==> config.mk <==
export PLATFORM = sky130hd
export DESIGN_NAME = car_nco_gen_flat
export DESIGN_NICKNAME = d
export VERILOG_FILES = /design/src/rtl/car_nco_gen_if.sv /design/src/rtl/car_nco_gen.sv /design/src/flat_wrapper.sv
export SDC_FILE = /design/constraint.sdc
export NUM_CORES = 1
export LEC_CHECK = 0
export BUFFER_PORTS_ARGS = -buffer_cell sky130_fd_sc_hd__buf_2
export CORE_MARGIN = 2
export CORE_UTILIZATION = 63
export DETAILED_ROUTE_END_ITERATION = 16
export HOLD_SLACK_MARGIN = 0.02
export PLACE_DENSITY = 0.87
export SYNTH_ARGS = -nofsm -noshare
export SYNTH_HDL_FRONTEND = slang
export SYNTH_SLANG_ARGS = --single-unit
==> constraint.sdc <==
create_clock -name rx_clk -period 6.5 [get_ports rx_clk]
set_clock_uncertainty 0.05 [all_clocks]
set_input_delay 0.325 -clock rx_clk [delete_from_list [all_inputs] [get_ports rx_clk]]
set_output_delay 0.325 -clock rx_clk [all_outputs]
set_load 0.02 [all_outputs]
==> src/rtl/car_nco_gen_if.sv <==
// Carrier NCO control and sample bus: control and offset toward the NCO,
// I/Q samples, valid, wrap tick and accumulator monitor back.
interface car_nco_gen_if #(
    parameter int PHASE_W = 32,
    parameter int DATA_W  = 8
);
    logic                      rx_en;
    logic                      rx_fcw_load;
    logic [PHASE_W-1:0]        rx_car_fcw;
    logic [PHASE_W-1:0]        rx_phs_ofs;
    logic                      rx_phs_clr;
    logic signed [DATA_W-1:0]  tx_car_cos;
    logic signed [DATA_W-1:0]  tx_car_sin;
    logic                      tx_car_valid;
    logic                      tx_car_wrap;
    logic [PHASE_W-1:0]        phs_acc_reg;

    modport master (
        output rx_en, rx_fcw_load, rx_car_fcw, rx_phs_ofs, rx_phs_clr,
        input  tx_car_cos, tx_car_sin, tx_car_valid, tx_car_wrap, phs_acc_reg
    );

    modport slave (
        input  rx_en, rx_fcw_load, rx_car_fcw, rx_phs_ofs, rx_phs_clr,
        output tx_car_cos, tx_car_sin, tx_car_valid, tx_car_wrap, phs_acc_reg
    );
endinterface

==> src/rtl/car_nco_gen.sv <==
// Carrier NCO: phase accumulator with shadowed FCW, phase offset, and a
// registered full-cycle cosine table read twice (I at phase, Q at phase+270 deg).
module car_nco_gen #(
    parameter int PHASE_W = 32,
    parameter int ADDR_W  = 8,
    parameter int DATA_W  = 8
) (
    input  logic          rx_clk,
    input  logic          rx_rst,
    car_nco_gen_if.slave  bus
);
    localparam int DEPTH = 2 ** ADDR_W;
    localparam logic [ADDR_W-1:0] SIN_SHIFT = ADDR_W'(3 * (DEPTH / 4));

    // Table entry k = round(A*cos(2*pi*k/DEPTH)), evaluated at elaboration.
    function automatic logic signed [DATA_W-1:0] cos_entry(input int k);
        real amp;
        real x;
        int  r;
        amp = real'((2 ** (DATA_W - 1)) - 1);
        x   = amp * $cos(2.0 * 3.14159265358979323846 * real'(k) / real'(DEPTH));
        if (x >= 0.0) begin
            r = $rtoi(x + 0.5);
        end else begin
            r = -$rtoi(0.5 - x);
        end
        return DATA_W'(r);
    endfunction

    logic signed [DATA_W-1:0] rom [DEPTH];

    for (genvar k = 0; k < DEPTH; k++) begin : g_rom
        localparam logic signed [DATA_W-1:0] ENTRY = cos_entry(k);
        assign rom[k] = ENTRY;
    end

    logic [PHASE_W-1:0]       acc_q, acc_d;
    logic [PHASE_W-1:0]       fcw_q, fcw_d;
    logic                     wrap_q, wrap_d;
    logic                     v0_q, v0_d;
    logic [ADDR_W-1:0]        addr_cos_q, addr_cos_d;
    logic [ADDR_W-1:0]        addr_sin_q, addr_sin_d;
    logic                     v1_q, v1_d;
    logic signed [DATA_W-1:0] cos_q, cos_d;
    logic signed [DATA_W-1:0] sin_q, sin_d;
    logic                     valid_q, valid_d;
    logic [PHASE_W:0]         step_sum_s;
    logic [PHASE_W-1:0]       ofs_sum_s;

    // Next-state for accumulator, FCW shadow, address stage and table read stage.
    always_comb begin
        acc_d      = acc_q;
        fcw_d      = fcw_q;
        wrap_d     = 1'b0;
        v0_d       = 1'b0;
        step_sum_s = {1'b0, acc_q} + {1'b0, fcw_q};
        ofs_sum_s  = acc_q + bus.rx_phs_ofs;

        if (bus.rx_fcw_load) begin
            fcw_d = bus.rx_car_fcw;
        end else begin
            fcw_d = fcw_q;
        end

        if (bus.rx_phs_clr) begin
            acc_d = '0;
        end else if (bus.rx_en) begin
            acc_d  = step_sum_s[PHASE_W-1:0];
            wrap_d = step_sum_s[PHASE_W];
            v0_d   = 1'b1;
        end else begin
            acc_d = acc_q;
        end

        addr_cos_d = ofs_sum_s[PHASE_W-1 -: ADDR_W];
        addr_sin_d = addr_cos_d + SIN_SHIFT;
        v1_d       = v0_q;
        cos_d      = rom[addr_cos_q];
        sin_d      = rom[addr_sin_q];
        valid_d    = v1_q;
    end

    // Pipeline registers with synchronous reset.
    always_ff @(posedge rx_clk) begin
        if (rx_rst) begin
            acc_q      <= '1;
            fcw_q      <= '0;
            wrap_q     <= 1'b0;
            v0_q       <= 1'b0;
            addr_cos_q <= '0;
            addr_sin_q <= '0;
            v1_q       <= 1'b0;
            cos_q      <= '0;
            sin_q      <= '0;
            valid_q    <= 1'b0;
        end else begin
            acc_q      <= acc_d;
            fcw_q      <= fcw_d;
            wrap_q     <= wrap_d;
            v0_q       <= v0_d;
            addr_cos_q <= addr_cos_d;
            addr_sin_q <= addr_sin_d;
            v1_q       <= v1_d;
            cos_q      <= cos_d;
            sin_q      <= sin_d;
            valid_q    <= valid_d;
        end
    end

    assign bus.tx_car_cos   = cos_q;
    assign bus.tx_car_sin   = sin_q;
    assign bus.tx_car_valid = valid_q;
    assign bus.tx_car_wrap  = wrap_q;
    assign bus.phs_acc_reg  = acc_q;
endmodule

==> src/flat_wrapper.sv <==
// flat-port wrapper written by rule: the top's interface ports become plain ports
module car_nco_gen_flat 
#(
    parameter int PHASE_W = 32,
    parameter int ADDR_W  = 8,
    parameter int DATA_W  = 8
)
  (rx_clk, rx_rst, bus_rx_en, bus_rx_fcw_load, bus_rx_car_fcw, bus_rx_phs_ofs, bus_rx_phs_clr, bus_tx_car_cos, bus_tx_car_sin, bus_tx_car_valid, bus_tx_car_wrap, bus_phs_acc_reg);
  car_nco_gen_if #(.PHASE_W(PHASE_W), .DATA_W(DATA_W)) bus_i ();
  input  logic rx_clk;
  input  logic rx_rst;
  input wire logic [$bits(bus_i.rx_en)-1:0] bus_rx_en;
  input wire logic [$bits(bus_i.rx_fcw_load)-1:0] bus_rx_fcw_load;
  input wire logic [$bits(bus_i.rx_car_fcw)-1:0] bus_rx_car_fcw;
  input wire logic [$bits(bus_i.rx_phs_ofs)-1:0] bus_rx_phs_ofs;
  input wire logic [$bits(bus_i.rx_phs_clr)-1:0] bus_rx_phs_clr;
  output wire logic [$bits(bus_i.tx_car_cos)-1:0] bus_tx_car_cos;
  output wire logic [$bits(bus_i.tx_car_sin)-1:0] bus_tx_car_sin;
  output wire logic [$bits(bus_i.tx_car_valid)-1:0] bus_tx_car_valid;
  output wire logic [$bits(bus_i.tx_car_wrap)-1:0] bus_tx_car_wrap;
  output wire logic [$bits(bus_i.phs_acc_reg)-1:0] bus_phs_acc_reg;
  assign bus_i.rx_en = bus_rx_en;
  assign bus_i.rx_fcw_load = bus_rx_fcw_load;
  assign bus_i.rx_car_fcw = bus_rx_car_fcw;
  assign bus_i.rx_phs_ofs = bus_rx_phs_ofs;
  assign bus_i.rx_phs_clr = bus_rx_phs_clr;
  assign bus_tx_car_cos = bus_i.tx_car_cos;
  assign bus_tx_car_sin = bus_i.tx_car_sin;
  assign bus_tx_car_valid = bus_i.tx_car_valid;
  assign bus_tx_car_wrap = bus_i.tx_car_wrap;
  assign bus_phs_acc_reg = bus_i.phs_acc_reg;
  car_nco_gen #(.PHASE_W(PHASE_W), .ADDR_W(ADDR_W), .DATA_W(DATA_W)) u_core (.rx_clk(rx_clk), .rx_rst(rx_rst), .bus(bus_i));
endmodule
==> reports/summary.md, run 1 <==
* Clock Root Buffer: sky130_fd_sc_hd__clkbuf_16
* initial detailed-routing violation count: 800
* number of sinks handled by clock tree synthesis: 94
* combinational cell fraction of total power: 48.0%
* fraction of layout cells with a size suffix above 1: 15.7%
* number of input and output port buffers inserted: 118
* maximum level of the CTS H-tree: 3
* core utilization of the finished layout: 71.7%
* maximum VDD drop: 0.199 mV
* Longest Clk Path Bufs: 2
* Detail Route Antenna Nets: 0
* Post-route DRC: 0
* setup TNS after final layout: 0 ns
* number of flops mapped to enable cells by yosys: 0
* non-filler instance count after layout: 1174
* number of cell rows: 40
* number of antenna diodes: 0
* Post-Place Worst Slack: 3.18 ns
* highest net fanout along the worst path: 5
* Worst EP required: 6.69 ns
* total number of vias: 7538
* width of the die: 115 um
* share of the cycle needed by the critical path after routing: 51.6%
* worst slew margin relative to its limit: 27.5%
* placed inst area: 0.00828 mm^2
* number of global-route vias before repair: 6815
* clock transition at the register clock pins on the worst setup and hold paths after CTS: 0.08 ns
* data arrival time of the critical path: 3.54 ns
* Setup Buffers After CTS: 0
* cells resized by post-CTS repair: 0
* signed area change from the synthesized netlist to the final layout: 11.3%
* number of register bits inferred by synthesis: 94
* global-route wire length before repair: 32.7 mm
* Vert. Die Dim: 115 um
* unique cell type count in the Yosys netlist: 65
* antenna violations before repair: 0
* sum of overflow across all layers after global routing: 0
* core area: 0.0120 mm^2
* share of flip-flops with an asynchronous set or reset: 0%
* status: completed
* RD Place Congestion: 0.997
* mean instance size in the synthesized netlist: 8.11 um^2
* Hold WC Path Type: input pin to register
* Worst setup SP type: register
* design area: 0.00857 mm^2
* YS warnings: 0
* die area: 0.0131 mm^2
* post-synthesis cell count: 950
* count of pins over their slew limit: 0
* placed instance count: 1158
* switching power share of the total: 42.7%
* final hold slack: 0.147 ns
* crit end category: register
* via/cell ratio: 6.42
* Setup violations, final: 0
* HPWL after DPL: 14.0 mm
* register area share after synthesis: 24.4%
* Clk pwr share: 21.4%
* post-synthesis net count: 1094
* Num CTS Buffers: 9
* power per unit of standard cell area: 287 mW/mm^2
* clock latency reported for the late side of the worst-skew pair: 0.36 ns
* hold buffer count at cts: 0
* Total Routed Length: 20.0 mm
* All-Layer GR Usage: 30.5%
* Final nets: 1166
* post-synthesis instance area: 0.00770 mm^2
* type of the worst setup path: register to register
* Worst Tran Pin Value: 1.09 ns
* final period demand of the worst path: 3.35 ns
* smallest setup slack after layout: 3.15 ns
* starting utilization of the core area: 64.4%
* clock tree from TritonCTS: done
* iteration count of the initial detailed-routing pass: 7
* Cell Int Power: 1.41 mW
* drt wl/cell: 17.0 um
* num ports: 119
* highest clock frequency the design can meet: 298 MHz
* leak pwr: 3.89 nW
* Final Hold Viols: 0
* part of the power in registers: 30.5%
* pin count of the biggest net entering global routing: 94
* max-cap violations: 0
* switching power of the nets: 1.05 mW
* unrepaired setup endpoints after global routing: false
* total power draw: 2.46 mW
* most common flop cell mapped by yosys: sky130_fd_sc_hd__dfxtp_1
==> path summary, 6_finish.rpt <==
check | startpoint | end | slack, ns | cells past startpoint
worst min register to register | u_core.v1_q | u_core.bus.tx_car_valid | 0.39 | 1
worst max register to register | u_core.bus.phs_acc_reg[0] | u_core.bus.phs_acc_reg[30] | 3.15 | 12
worst max-delay path | u_core.bus.phs_acc_reg[0] | u_core.bus.phs_acc_reg[30] | 3.15 | 12
worst min-delay path | bus_rx_car_fcw[29] | u_core.fcw_q[29] | 0.15 | 3
==> worst max-delay path, cell delays in order (launching register included) <==
cell and delay [ns]:
sky130_fd_sc_hd__dfxtp_1 0.34, sky130_fd_sc_hd__ha_1 0.23, sky130_fd_sc_hd__inv_1 0.08, sky130_fd_sc_hd__fa_1 0.22, sky130_fd_sc_hd__nor2b_1 0.08, sky130_fd_sc_hd__o311ai_1 0.37, sky130_fd_sc_hd__nand3b_1 0.12, sky130_fd_sc_hd__a221o_1 0.42
sky130_fd_sc_hd__a21oi_4 0.25, sky130_fd_sc_hd__o2111ai_2 0.19, sky130_fd_sc_hd__a311oi_2 0.28, sky130_fd_sc_hd__nor4b_1 0.09, sky130_fd_sc_hd__or4_1 0.52
==> power by group through the flow <==
| stage | clock network, mW | logic, mW | registers [mW] |
|---|---|---|---|
| floorplan | 0 | 0.868 | 0.774 |
| global placement | 0 | 1.13 | 0.760 |
| detailed placement | 0 | 1.15 | 0.761 |
| CTS | 0.532 | 1.16 | 0.748 |
| global route | 0.556 | 1.30 | 0.763 |
| finish | 0.528 | 1.18 | 0.752 |
==> kinds of logic after synthesis <==
group                      synth area share [%]
adders and majority gates                  12.3
DFF                                        24.4
xor gates and xnor gates                   3.53
AOI/OAI and AO/OA                          26.6
muxes                                      11.2
buffers and inverters                      4.00
and+or+nand+nor                            17.9
==> synth_stat cells, types with 11 or more instances <==
| cell type | count | area share, % |
|---|---|---|
| sky130_fd_sc_hd__nor2_1 | 116 | 5.7 |
| sky130_fd_sc_hd__dfxtp_1 | 94 | 24 |
| sky130_fd_sc_hd__ha_1 | 74 | 12 |
| sky130_fd_sc_hd__mux2i_1 | 73 | 9.5 |
| sky130_fd_sc_hd__a21oi_1 | 67 | 4.4 |
| sky130_fd_sc_hd__o21ai_0 | 67 | 4.4 |
| sky130_fd_sc_hd__clkbuf_1 | 48 | 2.3 |
| sky130_fd_sc_hd__nand2_1 | 48 | 2.3 |
| sky130_fd_sc_hd__a21o_1 | 28 | 2.7 |
| sky130_fd_sc_hd__o21bai_1 | 27 | 2.6 |
| sky130_fd_sc_hd__a211oi_1 | 20 | 1.9 |
| sky130_fd_sc_hd__xnor2_1 | 20 | 2.3 |
| sky130_fd_sc_hd__inv_1 | 19 | 0.93 |
| sky130_fd_sc_hd__nor2b_1 | 18 | 1.5 |
| sky130_fd_sc_hd__nor3_1 | 18 | 1.2 |
| sky130_fd_sc_hd__nand2b_1 | 16 | 1.3 |
| sky130_fd_sc_hd__buf_1 | 14 | 0.68 |
| sky130_fd_sc_hd__o211ai_1 | 12 | 1.2 |
| sky130_fd_sc_hd__nor3b_1 | 11 | 1.1 |
| sky130_fd_sc_hd__xor2_1 | 11 | 1.3 |
==> cell type report <==
| type | instances | area (um^2) |
|---|---|---|
| flip-flops and latches | 94 | 1880 |
| well taps | 147 | 184 |
| repair buffers | 123 | 628 |
| clock inverters | 7 | 62.6 |
| clock buffers | 9 | 225 |
| inverters | 20 | 75.1 |
| multi-input cells | 774 | 5510 |
| fillers | 903 | 3390 |
==> layer usage <==
| layer | vias to the layer above | global-route usage, % | wire length (um) |
|---|---|---|---|
| li1 | 3652 | - | - |
| met1 | 3494 | 39.7 | 8650 |
| met2 | 328 | 48.7 | 9280 |
| met3 | 64 | 5.35 | 1440 |
| met4 | 0 | 15.0 | 619 |
| met5 | - | 0 | 0 |
==> layout by cell type (no fill, tap or decap), types with 8 or more instances in the layout <==
| cell | count |
|---|---|
| sky130_fd_sc_hd__o21bai_1 | 27 |
| sky130_fd_sc_hd__a21o_1 | 28 |
| sky130_fd_sc_hd__dfxtp_1 | 93 |
| sky130_fd_sc_hd__o21ai_0 | 67 |
| sky130_fd_sc_hd__a211oi_1 | 20 |
| sky130_fd_sc_hd__o21a_1 | 9 |
| sky130_fd_sc_hd__nand3b_1 | 8 |
| sky130_fd_sc_hd__mux2i_1 | 73 |
| sky130_fd_sc_hd__o211ai_1 | 12 |
| sky130_fd_sc_hd__a31oi_1 | 10 |
| sky130_fd_sc_hd__nor3_1 | 18 |
| sky130_fd_sc_hd__clkbuf_16 | 9 |
| sky130_fd_sc_hd__nand2_1 | 48 |
| sky130_fd_sc_hd__nand3_1 | 9 |
| sky130_fd_sc_hd__a21oi_1 | 67 |
| sky130_fd_sc_hd__nor3b_1 | 11 |
| sky130_fd_sc_hd__inv_1 | 19 |
| sky130_fd_sc_hd__nor2b_1 | 18 |
| sky130_fd_sc_hd__buf_2 | 118 |
| sky130_fd_sc_hd__xnor2_1 | 20 |
| sky130_fd_sc_hd__a211o_1 | 9 |
| sky130_fd_sc_hd__ha_1 | 74 |
| sky130_fd_sc_hd__nor2_1 | 116 |
| sky130_fd_sc_hd__nand2b_1 | 16 |
| sky130_fd_sc_hd__xor2_1 | 11 |
(Power assumes the default switching activity.)
==> run 2, diff against run 1 <==
Settings changed: ABC_AREA set to 1, CORE_UTILIZATION 63 to 54, PLACE_DENSITY 0.87 to 0.79.
Clock period 6.5 ns to 2.88 ns, I/O delays scaled along.
==> run 2 against run 1 <==
Total power rose by 140%; area after synthesis up 13%; sequential cell count unchanged; routed wire length grew 60%; sequential power up 120%; cell area is 18% higher; clock power grew to 2.6 times the previous value; non-clock buffer count increased by 49; hold slack worse by 0.080 ns.
==> reports/summary.md, run 2 <==
* status: completed
* count of pins over their slew limit: 0, unchanged
* most common flop cell mapped by yosys: sky130_fd_sc_hd__dfxtp_1
* Hold WC Path Type: input pin to register
* Setup Buffers After CTS: 0, unchanged
* Setup violations, final: 0, unchanged
* maximum VDD drop: 0.389 mV, +95%
* HPWL after DPL: 24.7 mm, +77%
* Total Routed Length: 32.0 mm, +60%
* power per unit of standard cell area: 585 mW/mm^2, +100%
* most used cells in the layout excluding fill and tap cells: 468 x sky130_fd_sc_hd__nand2_1, 205 x sky130_fd_sc_hd__nor2_1, 170 x sky130_fd_sc_hd__inv_1
* Longest Clk Path Bufs: 2, unchanged
* most numerous cell in the Yosys netlist: sky130_fd_sc_hd__nand2_1
* post-synthesis cell count: 1517, +60%
* starting utilization of the core area: 55.1%, -9.3 points
* register area share after synthesis: 21.6%, -2.9 points
* number of sinks handled by clock tree synthesis: 94, unchanged
* die area: 0.0172 mm^2, +31%
* signed area change from the synthesized netlist to the final layout: 16.4%
* worst hold start: bus_rx_car_fcw[1]
* Clock Root Buffer: sky130_fd_sc_hd__clkbuf_16
* unique cell type count in the Yosys netlist: 38, -42%
* Detail Route Antenna Nets: 0, unchanged
* Cells on Worst Hold Path: 3, unchanged
* Fill cells: 1518, +68%
* max-cap violations: 0, unchanged
* num ports: 119, unchanged
* setup TNS after final layout: 0 ns, unchanged
* Vert. Die Dim: 131 um, +14%
* antenna violations before repair: 0, unchanged
* CP Cell Sequence: inv_1 -> ha_1 -> inv_1 -> nand2_1 -> nand2_1 -> a21oi_1 -> o21ai_0 -> nand2_1 -> nand2_1 -> a21oi_1 -> nor2_1 -> nor2_1
* largest cells by area after synthesis: sky130_fd_sc_hd__dfxtp_1 22%, sky130_fd_sc_hd__nand2_1 20%, sky130_fd_sc_hd__ha_1 11%
* pin count of the biggest net entering global routing: 52, -45%
* Post-route DRC: 0, unchanged
* part of the power in registers: 27.7%, -2.8 points
* share of the synthesized area in the top cell type: 21.6%, -2.9 points
* crit-path leading delay family: simple AND/OR/NAND/NOR gates
* Cell Int Power: 3.19 mW, +130%
* unrepaired setup endpoints after global routing: false
* post-synthesis net count: 1661, +52%
* core area: 0.0158 mm^2, +32%
* sum of overflow across all layers after global routing: 0, unchanged
* Worst setup SP type: register
* Final Hold Viols: 0, unchanged
* global-route wire length before repair: 50.1 mm, +53%
* initial detailed-routing violation count: 868, +8.5%
* iteration count of the initial detailed-routing pass: 5, -2
* placed instance count: 1833, +58%
* crit path buf inv count: 2, +1
* data arrival time of the critical path: 2.85 ns, -0.69 ns
* width of the die: 131 um, +14%
* post-synthesis instance area: 0.00872 mm^2, +13%
* leading cell type in the layout, fill and taps excluded: sky130_fd_sc_hd__nand2_1
* clock transition at the register clock pins on the worst setup and hold paths after CTS: 0.07 ns, about the same
* number of global-route vias before repair: 10100, +48%
* Reg2Reg Launch Point: u_core.addr_sin_q[0]
* type of the worst setup path: register to register
* most common cell type on the critical path: sky130_fd_sc_hd__nand2_1
* number of cell rows: 46, +15%
* crit end category: register
* clock tree from TritonCTS: done
* via/cell ratio: 5.61, -13%
* terminating pin of the worst hold path: u_core.fcw_q[1]
* share of the cycle needed by the critical path after routing: 92.4%, +41 points
* worst reg2reg setup slack: 0.22 ns, -2.93 ns
* highest clock frequency the design can meet: 376 MHz, +26%
* RD Place Congestion: 0.989, -0.87%
* number of flops mapped to enable cells by yosys: 0, unchanged
* non-filler instance count after layout: 1880, +60%
* switching power share of the total: 46.3%, +3.6 points
* cell with the largest stage delay on the worst path: sky130_fd_sc_hd__dfxtp_1
* All-Layer GR Usage: 38.0%, +7.5 points
* post-synth top area cell: sky130_fd_sc_hd__dfxtp_1
* leak pwr: 5.29 nW, +36%
* Num CTS Buffers: 9, unchanged
* Reg2Reg Depth: 12, unchanged
* clock latency reported for the late side of the worst-skew pair: 0.36 ns, about the same
* number of input and output port buffers inserted: 118, unchanged
* Final nets: 1803, +55%
* mean instance size in the synthesized netlist: 5.75 um^2, -29%
* Worst Tran Pin Value: 0.925 ns, -0.161 ns
* Clk pwr share: 22.7%, +1.3 points
* switching power of the nets: 2.75 mW, +160%
* highest net fanout along the worst path: 10, +5
* final period demand of the worst path: 2.66 ns, -0.691 ns
* fraction of layout cells with a size suffix above 1: 10.5%, -5.2 points
* combinational cell fraction of total power: 49.6%, +1.6 points
* YS warnings: 0, unchanged
* worst slew margin relative to its limit: 38.3%, +11 points
* number of antenna diodes: 0, unchanged
* drt wl/cell: 17.0 um, -0.22%
* total number of vias: 10600, +40%
* reg2reg end: u_core.bus.tx_car_cos[2]
* largest stage delay on the critical path: 0.47 ns, -0.05 ns
* share of flip-flops with an asynchronous set or reset: 0%, unchanged
* Worst EP required: 3.06 ns, -3.63 ns
* maximum level of the CTS H-tree: 3, unchanged
* number of register bits inferred by synthesis: 94, unchanged
* leading post-synthesis cells by instance count: 468 x sky130_fd_sc_hd__nand2_1, 206 x sky130_fd_sc_hd__nor2_1, 170 x sky130_fd_sc_hd__inv_1, 138 x sky130_fd_sc_hd__a21oi_1, 123 x sky130_fd_sc_hd__o21ai_0
## run 2: cell type report
type	instances	area, um^2	share of cell area [%]
clock buffers	10	229	2.26
repair buffers	172	1070	10.6
multi-input cells	1207	5950	58.6
clock inverters	6	95.1	0.937
flip-flops and latches	94	1880	18.5
well taps	216	270	2.66
inverters	175	657	6.47
## run 2: power groups by stage
stage                     registers, mW  logic (mW)  clock network [mW]
after floorplan                    1.73        1.92                   0
after global placement             1.66        2.83                   0
after detailed placement           1.66        2.82                   0
after CTS                          1.63        2.87                1.35
after global routing               1.66        3.27                1.40
final                              1.64        2.95                1.35
## run 2: cell families after synthesis
kind of cell | Yosys count | synth area share (%)
adder cells (fa/ha/maj) | 75 | 10.8
buffers and inverters | 216 | 10.3
AND/OR/NAND/NOR | 821 | 38.1
multiplexers | 1 | 0.115
flip-flops | 94 | 21.6
AO/OA/AOI/OAI | 307 | 18.8
XOR/XNOR | 3 | 0.301
## run 2: how the worst max path moves through the flow
stage | endpoint | cells after the start | slack, ns | from
after floorplan | u_core.bus.phs_acc_reg[24] | 11 | 0.75 | u_core.bus.phs_acc_reg[0]
after global placement | u_core.bus.tx_car_cos[2] | 12 | 0.38 | u_core.addr_sin_q[0]
after detailed placement | u_core.bus.tx_car_cos[2] | 12 | 0.36 | u_core.addr_sin_q[0]
after CTS | u_core.bus.tx_car_cos[2] | 12 | 0.36 | u_core.addr_sin_q[0]
after global routing | u_core.bus.tx_car_cos[2] | 12 | 0.08 | u_core.addr_sin_q[0]
final | u_core.bus.tx_car_cos[2] | 12 | 0.22 | u_core.addr_sin_q[0]
## run 2: metal layers
metal	track usage [%]	wire, um
met5	0	0
met4	24.0	2060
met3	6.29	2200
met2	67.4	15700
met1	42.2	12000
## run 2: worst register-to-register path: cells and delay by family, from the launching register on
kind            cells  cell delay, ns
simple gates        6            0.85
flops               1            0.47
fa+ha+maj           1            0.45
compound gates      3            0.37
buf+inv             2            0.37
## run 2: stage by stage
stage / cell area (um^2) / power (mW) / setup WS, ns / hold slack, ns / util, %
final: 10200 / 5.94 / 0.219 / 0.0676 / 64.1
after floorplan: 8720 / 3.64 / 0.745 / 0.229 / -
after detailed placement: 9520 / 4.48 / 0.363 / 0.322 / 60.1
after global routing: 10200 / 6.33 / 0.0838 / 0.136 / 64.1
after global placement: 9520 / 4.49 / 0.380 / 0.314 / 60.1
after CTS: 10200 / 5.86 / 0.362 / 0.0622 / 64.1
## run 2: what timing repair did
action / CTS / global route
gates resized for setup: 0 / 0
hold endpoints to repair: 31 / 0
hold buffers: 31 / 0
==> run 3, diff against run 2 <==
Settings changed: ABC_AREA 1 to 0, CORE_UTILIZATION 54 to 53, PLACE_DENSITY 0.79 to 0.78.
==> run 3 against run 2 <==
Cell area is 1.1% lower; the run now ends with setup timing left; total power is 2.8% higher; routed wire length is 26% lower; highest routed layer unchanged.
==> reports/summary.md, run 3 (synthesized netlist as in run 1, its figures left out) <==
* status: finished with violations
* violations in the final reports: setup timing
* number of cell rows: 44, -4.3%
* Setup violations, final: 5, +5
* busiest metal layer after global routing: met2
* via/cell ratio: 6.11, +8.9%
* Worst setup SP type: register
* final period demand of the worst path: 3.01 ns, +0.349 ns
* setup TNS after final layout: -0.316 ns, -0.316 ns
* Hold WC Path Type: input pin to register
* maximum VDD drop: 0.573 mV, +47%
* reg2reg end: u_core.bus.phs_acc_reg[30]
* core area: 0.0144 mm^2, -9.2%
* starting utilization of the core area: 53.6%, -1.5 points
* number of global-route vias before repair: 7725, -24%
* leak pwr: 4.51 nW, -15%
* placed inst area: 0.00905 mm^2, -4.9%
* initial detailed-routing violation count: 828, -4.6%
* clock tree from TritonCTS: done
* met2 demand-to-capacity share in global routing: 49.6%, -18 points
* Vert. Die Dim: 125 um, -5.0%
* width of the die: 125 um, -5.0%
* share of the cycle needed by the critical path after routing: 105%, +12 points
* pin count of the biggest net entering global routing: 62, +19%
* fraction of layout cells with a size suffix above 1: 26.7%, +16 points
* Post-route DRC: 0, unchanged
* Clock Root Buffer: sky130_fd_sc_hd__clkbuf_16
* worst reg2reg setup slack: -0.13 ns, -0.35 ns
* worst slew margin relative to its limit: 25.8%, -12 points
* Cells on Worst Hold Path: 3, unchanged
* Worst EP required: 3.07 ns, about the same
* Longest Clk Path Bufs: 2, unchanged
* power per unit of standard cell area: 608 mW/mm^2, +4.0%
* Fill cells: 1056, -30%
* most used cells in the layout excluding fill and tap cells: 118 x sky130_fd_sc_hd__buf_2, 116 x sky130_fd_sc_hd__nor2_1, 94 x sky130_fd_sc_hd__buf_4
* terminating pin of the worst hold path: u_core.fcw_q[10]
* design area: 0.0100 mm^2, -1.1%
* Total Routed Length: 23.8 mm, -26%
* total number of vias: 8156, -23%
* number of input and output port buffers inserted: 118, unchanged
* count of pins over their slew limit: 0, unchanged
* met1 track utilization from global routing: 36.8%, -5.3 points
* Num CTS Buffers: 9, unchanged
* drt wl/cell: 17.8 um, +4.8%
* number of sinks handled by clock tree synthesis: 94, unchanged
* HPWL after DPL: 15.9 mm, -36%
* routing usage on met3: 5.54%, -0.75 points
* All-Layer GR Usage: 29.2%, -8.8 points
* Final nets: 1289, -29%
* signed area change from the synthesized netlist to the final layout: 30.3%
* max-cap violations: 0, unchanged
* type of the worst setup path: register to register
* antenna violations before repair: 0, unchanged
* number of antenna diodes: 0, unchanged
* highest clock frequency the design can meet: 332 MHz, -12%
* die area: 0.0155 mm^2, -9.7%
* Final Hold Viols: 0, unchanged
* Reg2Reg Depth: 12, unchanged
* highest net fanout along the worst path: 3, -7
* total power draw: 6.11 mW, +2.8%
* leading cell type in the layout, fill and taps excluded: sky130_fd_sc_hd__buf_2
* unrepaired setup endpoints after global routing: true
* Worst Tran Pin Value: 1.11 ns, +0.188 ns
* crit end category: register
* data arrival time of the critical path: 3.20 ns, +0.35 ns
* maximum level of the CTS H-tree: 3, unchanged
* worst hold start: bus_rx_car_fcw[10]
* clock transition at the register clock pins on the worst setup and hold paths after CTS: 0.07 ns, about the same
* Reg2Reg Launch Point: u_core.bus.phs_acc_reg[0]
* smallest setup slack after layout: -0.131 ns, -0.349 ns
* Detail Route Antenna Nets: 0, unchanged
* global-route wire length before repair: 37.6 mm, -25%
* clock latency reported for the late side of the worst-skew pair: 0.36 ns, about the same
* RD Place Congestion: 0.977, -1.2%
* sum of overflow across all layers after global routing: 0, unchanged
* num ports: 119, unchanged
* iteration count of the initial detailed-routing pass: 7, +2
[run 3: stage by stage]
step | cells | util [%] | hold WS, ns | worst slack [ns]
floorplan | 950 | - | 0.199 | -0.0894
global placement | 1274 | 63.0 | 0.326 | -0.198
detailed placement | 1274 | 63.0 | 0.336 | -0.249
CTS | 1325 | 68.4 | 0.0218 | -0.0920
global route | 1334 | 69.9 | 0.0235 | -0.296
finish | 1334 | 69.9 | 0.0304 | -0.131
[run 3: final cells by class]
cell class	count	area, um^2	share of cell area, %
Multi-Input combinational cell	774	5860	58.4
Clock inverter	6	48.8	0.486
Clock buffer	10	250	2.49
Sequential cell	94	1910	19.1
Timing Repair Buffer	246	1660	16.5
Inverter	20	75.1	0.748
Tap cell	184	230	2.29
[run 3: routing by layer]
metal / routed length (um) / up-vias / share of wire, %
li1: - / 3896 / -
met1: 9900 / 3840 / 42
met2: 11500 / 343 / 48
met3: 1600 / 77 / 6.8
met4: 759 / 0 / 3.2
met5: 0 / - / 0
[run 3: worst max path at each step]
stage | from | to | slack [ns] | cells after the start
2_1_floorplan | u_core.bus.phs_acc_reg[0] | u_core.bus.phs_acc_reg[30] | -0.09 | 12
3_3_place_gp | u_core.bus.phs_acc_reg[0] | u_core.bus.phs_acc_reg[30] | -0.20 | 12
3_5_place_dp | u_core.bus.phs_acc_reg[0] | u_core.bus.phs_acc_reg[30] | -0.25 | 12
4_1_cts | u_core.bus.phs_acc_reg[0] | u_core.bus.phs_acc_reg[30] | -0.09 | 12
5_1_grt | u_core.bus.phs_acc_reg[8] | u_core.bus.phs_acc_reg[30] | -0.30 | 10
6_report | u_core.bus.phs_acc_reg[0] | u_core.bus.phs_acc_reg[30] | -0.13 | 12
[run 3: report_power, final]
group,total [mW],leakage (nW),switching (mW),internal (mW)
combinational,3.24,3.58,1.80,1.44
clock,1.22,0.143,0.574,0.649
sequential,1.65,0.785,0.169,1.48
total,6.11,4.51,2.54,3.56
[run 3: worst max-delay path: stages, from the launching register on]
cell                        delay (ns)
sky130_fd_sc_hd__dfxtp_4          0.35
sky130_fd_sc_hd__ha_4             0.15
sky130_fd_sc_hd__inv_2            0.05
sky130_fd_sc_hd__fa_2             0.23
sky130_fd_sc_hd__nor2b_4          0.06
sky130_fd_sc_hd__o311ai_4         0.24
sky130_fd_sc_hd__nand3b_1         0.13
sky130_fd_sc_hd__a221o_1          0.38
sky130_fd_sc_hd__a21oi_4          0.21
sky130_fd_sc_hd__o2111ai_2        0.19
sky130_fd_sc_hd__a311oi_2         0.29
sky130_fd_sc_hd__nor4b_1          0.09
sky130_fd_sc_hd__or4_1            0.47
[run 3: what timing repair did]
item	in CTS	in global routing
endpoints found under the hold margin	30	0
endpoints found under the setup margin	9	9
hold buffers	30	0
buffers inserted	5	9
resized for setup	30	23
pin swaps	27	19
